### src/rtl/tx_batch_pkg.sv
// Shared types and widths for the FT245 transmit batching buffer.
package tx_batch_pkg;

    localparam int BYTE_W    = 8;
    localparam int DEPTH_DEF = 64;
    localparam int PTR_W     = $clog2(DEPTH_DEF);
    localparam int CNT_W     = PTR_W + 1;

    typedef enum logic [0:0] {
        FILL = 1'b0,
        SEND = 1'b1
    } tx_state_e;

endpackage

### src/rtl/byte_fifo_mem.sv
// DEPTH x BYTE_W register array: one synchronous write port, one asynchronous read port.
module byte_fifo_mem
    import tx_batch_pkg::*;
#(
    parameter int DEPTH = DEPTH_DEF
) (
    input  logic                     clock,
    input  logic                     we,
    input  logic [$clog2(DEPTH)-1:0] waddr,
    input  logic [BYTE_W-1:0]        wdata,
    input  logic [$clog2(DEPTH)-1:0] raddr,
    output logic [BYTE_W-1:0]        rdata
);

    logic [BYTE_W-1:0] mem_r [DEPTH];

    // Write port; storage needs no reset because occupancy is tracked by the pointers.
    always_ff @(posedge clock) begin
        if (we) begin
            mem_r[waddr] <= wdata;
        end
    end

    assign rdata = mem_r[raddr];

endmodule

### src/rtl/tx_batch_buffer.sv
// Byte buffer feeding the FT245 write stage: holds bytes until a fill threshold,
// an idle timeout or a flush request releases them as one burst.
module tx_batch_buffer
    import tx_batch_pkg::*;
#(
    parameter int DEPTH     = DEPTH_DEF,
    parameter int THRESHOLD = 32,
    parameter int TIMEOUT   = 1024
) (
    input  logic                   clock,
    input  logic                   reset,
    output logic                   io_Enq_ready,
    input  logic                   io_Enq_valid,
    input  logic [BYTE_W-1:0]      io_Enq_bits,
    input  logic                   io_Deq_ready,
    output logic                   io_Deq_valid,
    output logic [BYTE_W-1:0]      io_Deq_bits,
    input  logic                   io_Flush,
    output logic [$clog2(DEPTH):0] io_Count
);

    localparam int AW = $clog2(DEPTH);
    localparam int CW = AW + 1;
    localparam int IW = $clog2(TIMEOUT + 1);

    localparam logic [CW-1:0] CNT_ZERO_C = {CW{1'b0}};
    localparam logic [CW-1:0] CNT_ONE_C  = CW'(1);
    localparam logic [CW-1:0] CNT_FULL_C = CW'(DEPTH);
    localparam logic [CW-1:0] CNT_THR_C  = CW'(THRESHOLD);
    localparam logic [AW-1:0] PTR_ONE_C  = AW'(1);
    localparam logic [IW-1:0] IDLE_ONE_C = IW'(1);
    localparam logic [IW-1:0] IDLE_MAX_C = IW'(TIMEOUT - 1);

    tx_state_e         state_r;
    tx_state_e         state_nxt_s;
    logic [AW-1:0]     wr_ptr_r;
    logic [AW-1:0]     rd_ptr_r;
    logic [CW-1:0]     count_r;
    logic [CW-1:0]     count_nxt_s;
    logic [IW-1:0]     idle_r;
    logic [IW-1:0]     idle_nxt_s;
    logic              flush_pend_r;
    logic              flush_pend_nxt_s;
    logic              enq_fire_s;
    logic              deq_fire_s;
    logic              trigger_s;
    logic [BYTE_W-1:0] rd_data_s;

    byte_fifo_mem #(
        .DEPTH (DEPTH)
    ) u_mem (
        .clock (clock),
        .we    (enq_fire_s),
        .waddr (wr_ptr_r),
        .wdata (io_Enq_bits),
        .raddr (rd_ptr_r),
        .rdata (rd_data_s)
    );

    // Handshakes; outputs are forced to their idle values while reset is held.
    always_comb begin
        io_Enq_ready = !reset || (count_r != CNT_FULL_C);
        io_Deq_valid = reset && (state_r == SEND) && (count_r != CNT_ZERO_C);
        io_Deq_bits  = rd_data_s;
        io_Count     = reset ? count_r : CNT_ZERO_C;
        enq_fire_s   = io_Enq_valid && (count_r != CNT_FULL_C);
        deq_fire_s   = io_Deq_valid && io_Deq_ready;
    end

    // Occupancy update; a simultaneous enqueue and dequeue leaves it unchanged.
    always_comb begin
        count_nxt_s = count_r;
        case ({enq_fire_s, deq_fire_s})
            2'b10:   count_nxt_s = count_r + CNT_ONE_C;
            2'b01:   count_nxt_s = count_r - CNT_ONE_C;
            default: count_nxt_s = count_r;
        endcase
    end

    // Burst release decision and return to batching once the buffer empties.
    always_comb begin
        trigger_s   = (count_r != CNT_ZERO_C) &&
                      ((count_r >= CNT_THR_C) || (idle_r == IDLE_MAX_C) ||
                       io_Flush || flush_pend_r);
        state_nxt_s = state_r;
        case (state_r)
            FILL: begin
                if (trigger_s) begin
                    state_nxt_s = SEND;
                end else begin
                    state_nxt_s = FILL;
                end
            end
            SEND: begin
                if (count_nxt_s == CNT_ZERO_C) begin
                    state_nxt_s = FILL;
                end else begin
                    state_nxt_s = SEND;
                end
            end
            default: state_nxt_s = FILL;
        endcase
    end

    // A flush seen while empty is remembered until the first byte launches a burst.
    always_comb begin
        flush_pend_nxt_s = flush_pend_r;
        if ((state_r == FILL) && (state_nxt_s == SEND)) begin
            flush_pend_nxt_s = 1'b0;
        end else if (io_Flush && (count_r == CNT_ZERO_C)) begin
            flush_pend_nxt_s = 1'b1;
        end else begin
            flush_pend_nxt_s = flush_pend_r;
        end
    end

    // Idle timer only runs while bytes sit in FILL with no new arrivals.
    always_comb begin
        idle_nxt_s = idle_r;
        if ((state_r != FILL) || (state_nxt_s == SEND) || enq_fire_s ||
            (count_r == CNT_ZERO_C)) begin
            idle_nxt_s = {IW{1'b0}};
        end else if (idle_r != IDLE_MAX_C) begin
            idle_nxt_s = idle_r + IDLE_ONE_C;
        end else begin
            idle_nxt_s = idle_r;
        end
    end

    // State, pointers, occupancy and timer registers.
    always_ff @(posedge clock) begin
        if (!reset) begin
            state_r      <= FILL;
            wr_ptr_r     <= {AW{1'b0}};
            rd_ptr_r     <= {AW{1'b0}};
            count_r      <= CNT_ZERO_C;
            idle_r       <= {IW{1'b0}};
            flush_pend_r <= 1'b0;
        end else begin
            state_r      <= state_nxt_s;
            count_r      <= count_nxt_s;
            idle_r       <= idle_nxt_s;
            flush_pend_r <= flush_pend_nxt_s;
            if (enq_fire_s) begin
                wr_ptr_r <= wr_ptr_r + PTR_ONE_C;
            end
            if (deq_fire_s) begin
                rd_ptr_r <= rd_ptr_r + PTR_ONE_C;
            end
        end
    end

endmodule

### config.mk
export PLATFORM = sky130hd
export DESIGN_NAME = tx_batch_buffer
export DESIGN_NICKNAME = d
export VERILOG_FILES = /design/src/rtl/tx_batch_pkg.sv /design/src/rtl/byte_fifo_mem.sv /design/src/rtl/tx_batch_buffer.sv
export SDC_FILE = /design/constraint.sdc
export NUM_CORES = 1
export LEC_CHECK = 0
export BUFFER_PORTS_ARGS = -buffer_cell sky130_fd_sc_hd__buf_2
export CORE_ASPECT_RATIO = 0.6
export CORE_MARGIN = 4
export CORE_UTILIZATION = 52
export DETAILED_ROUTE_END_ITERATION = 7
export MAX_ROUTING_LAYER = met4
export PLACE_DENSITY = 0.74
export SLEW_MARGIN = 30
export SYNTH_ARGS = -nofsm -noshare
export SYNTH_HDL_FRONTEND = slang
export SYNTH_SLANG_ARGS = --single-unit
### constraint.sdc
create_clock -name clock -period 3.25 [get_ports clock]
set_input_delay 0.1625 -clock clock [delete_from_list [all_inputs] [get_ports clock]]
set_output_delay 0.1625 -clock clock [all_outputs]
set_load 0.005 [all_outputs]
### Yosys cells after proc, flatten, opt, wreduce, memory -nomap -nowiden

Memories as Yosys holds them, arrays and structs flattened. A register that Yosys moved wholly into a read port is not among the register bits.
Index checks and enable logic that the tools add are counted.

| operators by class | value |
|---|---|
| add/sub/neg operators | 5 |
| $lt $le $gt $ge | 1 |
| equality and inequality tests | 5 |
| muxes and demuxes | 9 |
| bitwise operators | 2 |
| reductions and logical operators | 20 |

Operator list:

| cell | number |
|---|---|
| logical NOT 7 bit | 2 |
| one-hot mux 7 bit (2 select lines) | 1 |
| adder 6 x 1 -> 6 bit (second input constant) | 2 |
| 2-to-1 mux 6 bit | 2 |
| adder 11 x 1 -> 11 bit (second input constant) | 1 |
| equality test 11 x 10 -> 1 bit (second input constant) | 1 |
| != test 11 x 10 -> 1 bit (second input constant) | 1 |
| adder 7 x 1 -> 7 bit (second input constant) | 1 |
| greater-or-equal comparator 7 x 6 -> 1 bit (second input constant) | 1 |
| logical AND 1 bit | 7 |
| logical OR 1 bit | 7 |
| 2-to-1 mux 7 bit | 1 |
| != test 7 bit (second input constant) | 1 |
| nonzero test 7 bit | 1 |
| subtractor 7 x 1 -> 7 bit (second input constant) | 1 |
| 2-to-1 mux 1 bit | 4 |
| OR reduction 2 bit | 2 |
| equality test 2 x 1 -> 1 bit (second input constant) | 1 |
| equality test 2 bit (second input constant) | 1 |
| NOT 1 bit | 2 |
| one-hot mux 1 bit (2 select lines) | 1 |
| logical NOT 1 bit | 1 |

| storage, ports and cells | value |
|---|---|
| flip-flop bits (word level) | 32 |
| RAM bits | 512 |
| input port bits | 13 |
| output and inout bits | 17 |
| logic and storage cells | 49 |
| memories | 1 |

Memory list:

| memory | depth | width | rd ports | clocked after memory_dff | write ports | RTL line | RTL |
|---|---|---|---|---|---|---|---|
| u_mem.mem_r | 64 | 8 | 1 | 1 | 1 | byte_fifo_mem.sv:15 | `logic [BYTE_W-1:0] mem_r [DEPTH];` |

### Longest topological paths before layout

Gate-level depths: netlist of run 1.

| logic depth | value |
|---|---|
| depth after elaboration | 12 |
| gate-level depth with buffers | 14 |
| gate-level depth less buffers | 12 |

### Cells and area by module

A second synthesis of run 1 with hierarchy kept.

| unflattened totals | value |
|---|---|
| cell total of the unflattened synthesis | 1,139 |
| area total of the unflattened synthesis | 21,728.3 um^2 |

Modules (own cells, without submodules):

| module | times used | cells each | area each (um^2) | sequential area each (um^2) |
|---|---|---|---|---|
| byte_fifo_mem | 1 | 932 | 20,006.7 | 15,374.7 |
| tx_batch_buffer | 1 | 207 | 1,721.7 | 640.6 |

### Worst setup path before layout of run 1

Ideal clock, no wire load.

| timing path | value |
|---|---|
| path type | flip-flop to flip-flop |
| start point | register count_r[0] |
| end point | register state_r |
| library setup time | 128 ps |
| arrival time | 3,094 ps |
| path slack | 28 ps |
| cell stages (with the launch flop) | 15 |
| buffers on the path | 2 |
| period minus slack after synthesis | 3,222 ps |
| cell sequence | dfxtp_1 -> clkbuf_1 -> nor3_1 -> a31oi_1 -> inv_1 -> ha_1 -> clkbuf_1 -> xor2_1 -> ha_1 -> nor4_1 -> nor4_1 -> mux2i_1 -> xor2_1 -> nor2b_1 -> a31oi_1 |

| between the ends | value |
|---|---|
| cells in the longest elaborated chain, start to end | 8 |
| elaborated cells between the ends (all ways) | 19 |

RTL lines:

| what | RTL line | RTL |
|---|---|---|
| from (decl) | tx_batch_buffer.sv:38 | `logic [CW-1:0] count_r;` |
| from (signal assigned) | tx_batch_buffer.sv:141 | `count_r <= count_nxt_s;` |
| branches (longest 7 deep; another with subtractor 7 x 1 -> 7 bit) | n/a |  |
| one-hot mux 1 bit (2 select lines) * | tx_batch_buffer.sv:86 | `case (state_r)` |
| to (signal assigned) | tx_batch_buffer.sv:140 | `state_r <= state_nxt_s;` |
| to (decl) | tx_batch_buffer.sv:34 | `tx_state_e state_r;` |

Every way passes the cells marked *.
A chain may end at the register's enable or synchronous reset.

==> summary.md, run 1 <==
| Metric | Value |
|---|---|
| Worst setup SP type | flop |
| CP max FO | 8 |
| RSZ-0062 raised after global routing | true |
| Placer Congestion | 0.848 |
| DR DRC count | 0 |
| Sequential Power Share | 57.0% |
| Worst-Skew Late Latency | 560 ps |
| Worst setup EP type | output port |
| Netlist cell types | 49 |
| Max transition margin | 39.7% |
| Clock sink count | 550 |
| Fin. max-slew vios | 0 |
| Internal power | 10.9 mW |
| Mapped Cells | 1027 |
| Final net count | 1189 |
| Final hold violation count | 0 |
| Largest net degree at the start of global routing | 65 |
| Core area | 0.0407 mm² |
| Critical path class | reg -> out |
| Dpl cell area | 0.0230 mm² |
| Syn nets | 1046 |
| Via-to-Cell Ratio | 6.23 |
| Clk buf depth | 3 |
| Tcrit/Tclk final | 101% |
| Ys async rst share | 0% |
| Setup_tns | -93.1 ps |
| Die Ht | 166 µm |
| Port bufs | 29 |
| Post-Synthesis Cell Area | 0.0216 mm² |
| Tmin final | 3290 ps |
| Row cnt | 57 |
| Worst Hold Class | in -> reg |
| Die area | 0.0449 mm² |
| Worst Path Arrival | 3130 ps |
| Failing checks | negative setup slack |
| Status | finished, violations left |
| Total Routed Length | 50700 µm |
| Width of the die | 271 µm |
| Seq/Total Area, Yosys | 74.9% |
| CP required | 3090 ps |
| Max-cap violations | 0 |
| Peak supply drop | 0.000392 V |
| FILL cells | 2731 |
| Design area | 0.0249 mm² |
| Share of post-route cells with drive strength above 1 | 32.2% |
| First-pass GRT wire length | 74500 µm |
| Syn avg cell area | 21.0 µm² |
| Lkg Pwr | 7.81 nW |
| Clock root buffer | clkbuf_16 |
| Yosys reg bits | 550 |
| TritonCTS clock tree | yes |
| Vias after detailed routing | 11000 |
| Starting Density | 52.9% |
| R2R Setup Slk | 290 ps |
| Initial antenna violation count | 3 |
| I/O pins | 30 |
| Yosys warns | 0 |
| Vias in the first global route | 10700 |
| Net Sw Frac | 20.1% |
| Final WS setup | -43.4 ps |
| Most common cell after layout, fill and taps aside | edfxtp_1 |
| GR Util All Layers | 23.3% |
| Post-synth EDFFs | 512 |
| GR Overflow Total | 0 |
| Most frequent cells in the layout | 512 x edfxtp_1, 164 x mux4_2, 110 x buf_4 |
| Total CTS buffers | 46 |
| WL/cell | 28.7 µm |
| Detail Placement HPWL | 30500 µm |
| Worst-path clk slew | 70 ps |
| Pre-antenna DRT Iters | 5 |
| Clock share of power | 39.4% |
| Fmax | 0.304 GHz |
| Layout area overhead | 15.5% |
| # H-tree levels | 2 |
| Logic pwr share | 3.5% |
| Final setup vio count | 4 |
| Clock skew | 21.3 ps |
| Switch Pwr | 2.74 mW |
| Post-DRT Antenna Nets | 0 |
| Worst slew pin tran | 901 ps |
| Ys flop type | edfxtp_1 |
| PD cells | 547 mW/mm² |
| Starting DRC count in detailed routing | 1652 |
## metrics by stage
stage	util [%]	setup WS [ps]	power, mW	std cells	hold WS [ps]
6_report	61.1	-43.4	13.6	1768	109
5_1_grt	61.1	-83.3	14.0	1767	124
4_1_cts	61.0	-46.5	13.7	1764	91.5
3_5_place_dp	56.5	153	8.37	1659	417
3_3_place_gp	56.5	253	8.35	1659	415
2_1_floorplan	-	28.1	8.13	1027	261
## flip-flops by register name, indices dropped and copies added, names as in the netlist, named ones only
register,cells
u_mem.mem_r,512
idle_r,11
flush_pend_r,1
count_r,7
rd_ptr_r,6
state_r,1
wr_ptr_r,6
## repair_timing
| item | CTS | global route |
|---|---|---|
| setup buffers | 13 | 4 |
| pin swaps | 2 | 2 |
| hold endpoints to repair | 1 | 0 |
| hold buffers | 1 | 0 |
| gates resized for setup | 13 | 10 |
| cloned | 6 | 2 |
| setup endpoints to repair | 8 | 11 |
## synthesized netlist by cell type, types with 2 or more instances
master | count | share of area (%)
buf_1 | 6 | 0.10
and3_1 | 4 | 0.12
nor3b_1 | 2 | 0.070
buf_2 | 13 | 0.30
dfxtp_1 | 38 | 3.5
xnor2_1 | 11 | 0.45
o21ai_0 | 4 | 0.093
nor2_1 | 86 | 1.5
ha_1 | 6 | 0.35
a21boi_0 | 3 | 0.10
nor3_1 | 3 | 0.070
a21oi_1 | 6 | 0.14
nand2_1 | 20 | 0.35
and3b_1 | 2 | 0.081
mux4_2 | 164 | 17
and4_1 | 2 | 0.081
clkbuf_1 | 37 | 0.64
or3b_2 | 2 | 0.081
o21a_1 | 2 | 0.070
a22oi_1 | 2 | 0.070
mux2i_1 | 7 | 0.33
nand4_1 | 5 | 0.15
edfxtp_1 | 512 | 71
nand3_1 | 9 | 0.21
nor2b_1 | 15 | 0.44
o22ai_1 | 2 | 0.058
xor2_1 | 15 | 0.61
nor4_1 | 2 | 0.058
a211oi_1 | 4 | 0.14
a31oi_1 | 3 | 0.087
inv_1 | 5 | 0.087
nand3b_1 | 2 | 0.070
and2_1 | 17 | 0.49
## path summary, 6_finish.rpt
kind	from	to	cells past startpoint
hold reg to reg	idle_r[10]$_SDFFE_PP0N_	idle_r[10]$_SDFFE_PP0N_	2
hold / removal	reset	wr_ptr_r[5]$_SDFFE_PN0P_	3
setup / recovery	flop	io_Deq_bits[6]	7
setup reg to reg	count_r[2]$_SDFF_PN0_	state_r$_SDFF_PN0_	13
## routing by layer
| metal | part of all wire (%) | track usage (%) | routed length [µm] | up-vias |
|---|---|---|---|---|
| met5 | 0 | - | 0 | - |
| met1 | 44 | 37.7 | 22100 | 5741 |
| met3 | 12 | 5.94 | 6250 | 80 |
| met4 | 1.7 | 4.31 | 881 | 0 |
| li1 | - | - | - | 4505 |
| met2 | 42 | 30.4 | 21400 | 692 |
## critical path: stages (launching register included)
cell and delay [ps]:
dfxtp_4 370, buf_12 170, buf_4 140, clkbuf_16 150
mux4_2 550, mux4_2 530, mux4_2 520, buf_2 150
## final cells by class
cell class,count,area [µm²],share of cell area (%)
Sequential cell,550,16100,64.9
Multi-Input combinational cell,414,5170,20.8
Timing Repair Buffer,153,1410,5.65
Clock buffer,60,1290,5.17
Tap cell,560,701,2.81
Clock inverter,25,159,0.638
Inverter,5,18.8,0.0754
Antenna cell,1,2.50,0.0101
## kinds of logic after synthesis
| kind of cell | Yosys count | synth area share (%) |
|---|---|---|
| muxes | 171 | 17.5 |
| xor gates and xnor gates | 26 | 1.06 |
| and+or+nand+nor | 179 | 4.03 |
| DFF | 550 | 74.9 |
| buffers and inverters | 63 | 1.22 |
| adders and majority gates | 6 | 0.348 |
| AOI/OAI and AO/OA | 32 | 1.02 |
## power by group through the flow
stage	Clock (mW)	Sequential, mW	Combinational (mW)
2_1_floorplan	0	7.92	0.203
3_3_place_gp	0	7.93	0.422
3_5_place_dp	0	7.93	0.434
4_1_cts	5.43	7.77	0.471
5_1_grt	5.74	7.77	0.513
6_report	5.37	7.78	0.481
Note: power is estimated with default switching activity, not from simulation.
==> inputs of run 2 (changes only) <==
- ABC_AREA: unset -> 1
- BUFFER_PORTS_ARGS: -buffer_cell sky130_fd_sc_hd__buf_2 -> unset
- CORE_MARGIN: 4 -> 2
- DONT_BUFFER_PORTS: unset -> 1
==> run 2 against run 1 <==
Compared with the run above:
- the flow now finishes without violations
- setup slack better by 230 ps
- synthesized cell count up 82%
- first-iteration DRC count up 57%
- final cell count up 43%
- sequential power about the same
- critical path type unchanged
==> summary.md, run 2 <==
| Metric | Value |
|---|---|
| Status | completed |
| Pre-antenna DRT Iters | 6 |
| Layout area overhead | 13.0% |
| Clk buf depth | 3 |
| Netlist cell types | 33 |
| Clock root buffer | clkbuf_16 |
| Most common cell after layout, fill and taps aside | edfxtp_1 |
| Utilization after layout | 59.9% |
| Hold path depth | 1 |
| Ys async rst share | 0% |
| Max-cap violations | 0 |
| RR Startpoint | count_r[2]$_SDFF_PN0_ |
| Row cnt | 58 |
| TritonCTS clock tree | yes |
| Worst-path clk slew | 70 ps |
| Vias in the first global route | 13800 |
| I/O pins | 30 |
| Synth top area share | 68.9% |
| Yosys reg bits | 550 |
| Clock skew | 19.3 ps |
| Clock sink count | 550 |
| Syn nets | 1893 |
| Hold path start | reset |
| CP required | 3090 ps |
| Starting DRC count in detailed routing | 2593 |
| Port bufs | 0 |
| Yosys warns | 0 |
| Worst-Skew Late Latency | 590 ps |
| Total Routed Length | 56500 µm |
| Most frequent cells in the layout | 512 x edfxtp_1, 380 x nor2_1, 264 x o21ai_0 |
| Placer Congestion | 0.885 |
| Post-Synthesis Cell Area | 0.0223 mm² |
| Fmax | 0.326 GHz |
| Commonest cells in the netlist | 512 x edfxtp_1, 380 x nor2_1, 264 x o21ai_0 |
| Worst Hold Class | in -> out |
| DR DRC count | 0 |
| Syn avg cell area | 11.9 µm² |
| Post-DRT Antenna Nets | 0 |
| R2R Setup Slk | 380 ps |
| Vias after detailed routing | 15200 |
| Seq/Total Area, Yosys | 72.3% |
| RSZ-0062 raised after global routing | false |
| Biggest register | u_mem.mem_r |
| Hold endpoint | io_Enq_ready |
| Ys flop type | edfxtp_1 |
| GR Overflow Total | 0 |
| Setup_tns | 0 ps |
| Final net count | 1940 |
| PD cells | 564 mW/mm² |
| CP max FO | 144 |
| Share of post-route cells with drive strength above 1 | 9.18% |
| Final setup vio count | 0 |
| Biggest regs | u_mem.mem_r (512), idle_r (11), count_r (7) |
| Critical path class | reg -> out |
| Worst setup SP type | flop |
| Initial antenna violation count | 1 |
| Final non-filler cell total | 2531 |
| Max reg flops | 512 |
| Tmin final | 3060 ps |
| WL/cell | 22.3 µm |
| Top-count cell post-synth | edfxtp_1 |
| Die area | 0.0446 mm² |
| Ranking of synthesized cells by area | edfxtp_1 69%, nor2_1 6.4%, o21ai_0 5.9%, dfxtp_1 3.4%, nand2_1 3.2% |
| FF-to-FF path depth | 21 |
| R2r endpoint | state_r$_SDFF_PN0_ |
| Worst Path Arrival | 2900 ps |
| Worst setup EP type | output port |
| First-pass GRT wire length | 85600 µm |
| Final hold violation count | 0 |
| Post-synth EDFFs | 512 |
| Fin. max-slew vios | 0 |
| GR Util All Layers | 26.1% |
| Width of the die | 271 µm |
| Total CTS buffers | 47 |
| Via-to-Cell Ratio | 6.00 |
| # H-tree levels | 2 |
| Detail Placement HPWL | 32900 µm |
| Post-synth top area cell | edfxtp_1 |
| Die Ht | 164 µm |
| DP Cell Count | 2422 |
| Largest net degree at the start of global routing | 145 |
| Core area | 0.0421 mm² |
| Max transition margin | 31.2% |
| Lkg Pwr | 8.63 nW |
| Peak supply drop | 0.000567 V |
| Starting Density | 53.0% |
| Tcrit/Tclk final | 94.3% |
| Worst slew pin tran | 1030 ps |
| Mapped Cells | 1874 |
-- run 2: worst max-delay path by stage --
stage                     startpoint                 end  slack (ps)  depth (start not counted)
5_1_grt        count_r[1]$_SDFF_PN0_  state_r$_SDFF_PN0_           8                         21
4_1_cts        count_r[4]$_SDFF_PN0_  state_r$_SDFF_PN0_         190                         22
6_report                        flop      io_Deq_bits[1]         190                         11
3_5_place_dp   count_r[4]$_SDFF_PN0_  state_r$_SDFF_PN0_         200                         22
2_1_floorplan  count_r[4]$_SDFF_PN0_  state_r$_SDFF_PN0_         580                         21
3_3_place_gp   count_r[4]$_SDFF_PN0_  state_r$_SDFF_PN0_         210                         22
-- run 2: where the power goes --
part	internal [mW]	leakage [nW]	total, mW	switching, mW
clock	3.21	0.764	5.77	2.56
sequential	7.76	4.92	7.78	0.0236
combinational	0.187	2.95	0.666	0.478
total	11.2	8.63	14.2	3.06
-- run 2: worst max-delay path, stage by stage (launching register included) --
cell and delay [ps]:
dfxtp_4 410, buf_16 390, o21ai_0 180, o22ai_1 440
nand2_1 100, nand2_1 100, nand2_1 60, o21ai_1 120
nand2_1 100, nand2_1 90, nand2_1 70, nand2_1 130
-- run 2: cell families after synthesis --
kind of cell	count (synthesis)	synth area share [%]
simple gates	644	11.4
flops	550	72.3
fa+ha+maj	6	0.336
xor+xnor	6	0.235
mux	1	0.0449
buf+inv	174	3.53
compound gates	493	12.1
-- run 2: stage by stage --
step / setup slack (ps) / area, µm² / power, mW / hold WS [ps]
2_1_floorplan: 576 / 22300 / 8.28 / 261
3_3_place_gp: 211 / 23300 / 8.42 / 266
3_5_place_dp: 204 / 23300 / 8.43 / 265
4_1_cts: 190 / 25200 / 14.3 / 370
5_1_grt: 7.99 / 25200 / 14.6 / 379
6_report: 185 / 25200 / 14.2 / 376
-- run 2: metal layers --
layer | routed length [µm] | GRT usage, % | share of wire, %
met1 | 24700 | 39.9 | 44
met2 | 23400 | 35.0 | 41
met3 | 7560 | 7.07 | 13
met4 | 871 | 5.04 | 1.5
met5 | 0 | - | 0
-- run 2: cell type report --
type | instances | area, µm²
clock buffers | 58 | 1240
flip-flops and latches | 550 | 16100
repair buffers | 112 | 1150
inverters | 60 | 231
clock inverters | 30 | 325
diodes | 1 | 2.50
well taps | 570 | 713
fillers | 3233 | 16900
multi-input cells | 1150 | 5410
-- run 2: what timing repair did --
action / in CTS / in global routing
gates resized for setup: 0 / 5
endpoints found under the hold margin: 538 / 0
hold buffers: 20 / 0
setup buffers: 0 / 0
endpoints found under the setup margin: 0 / 2
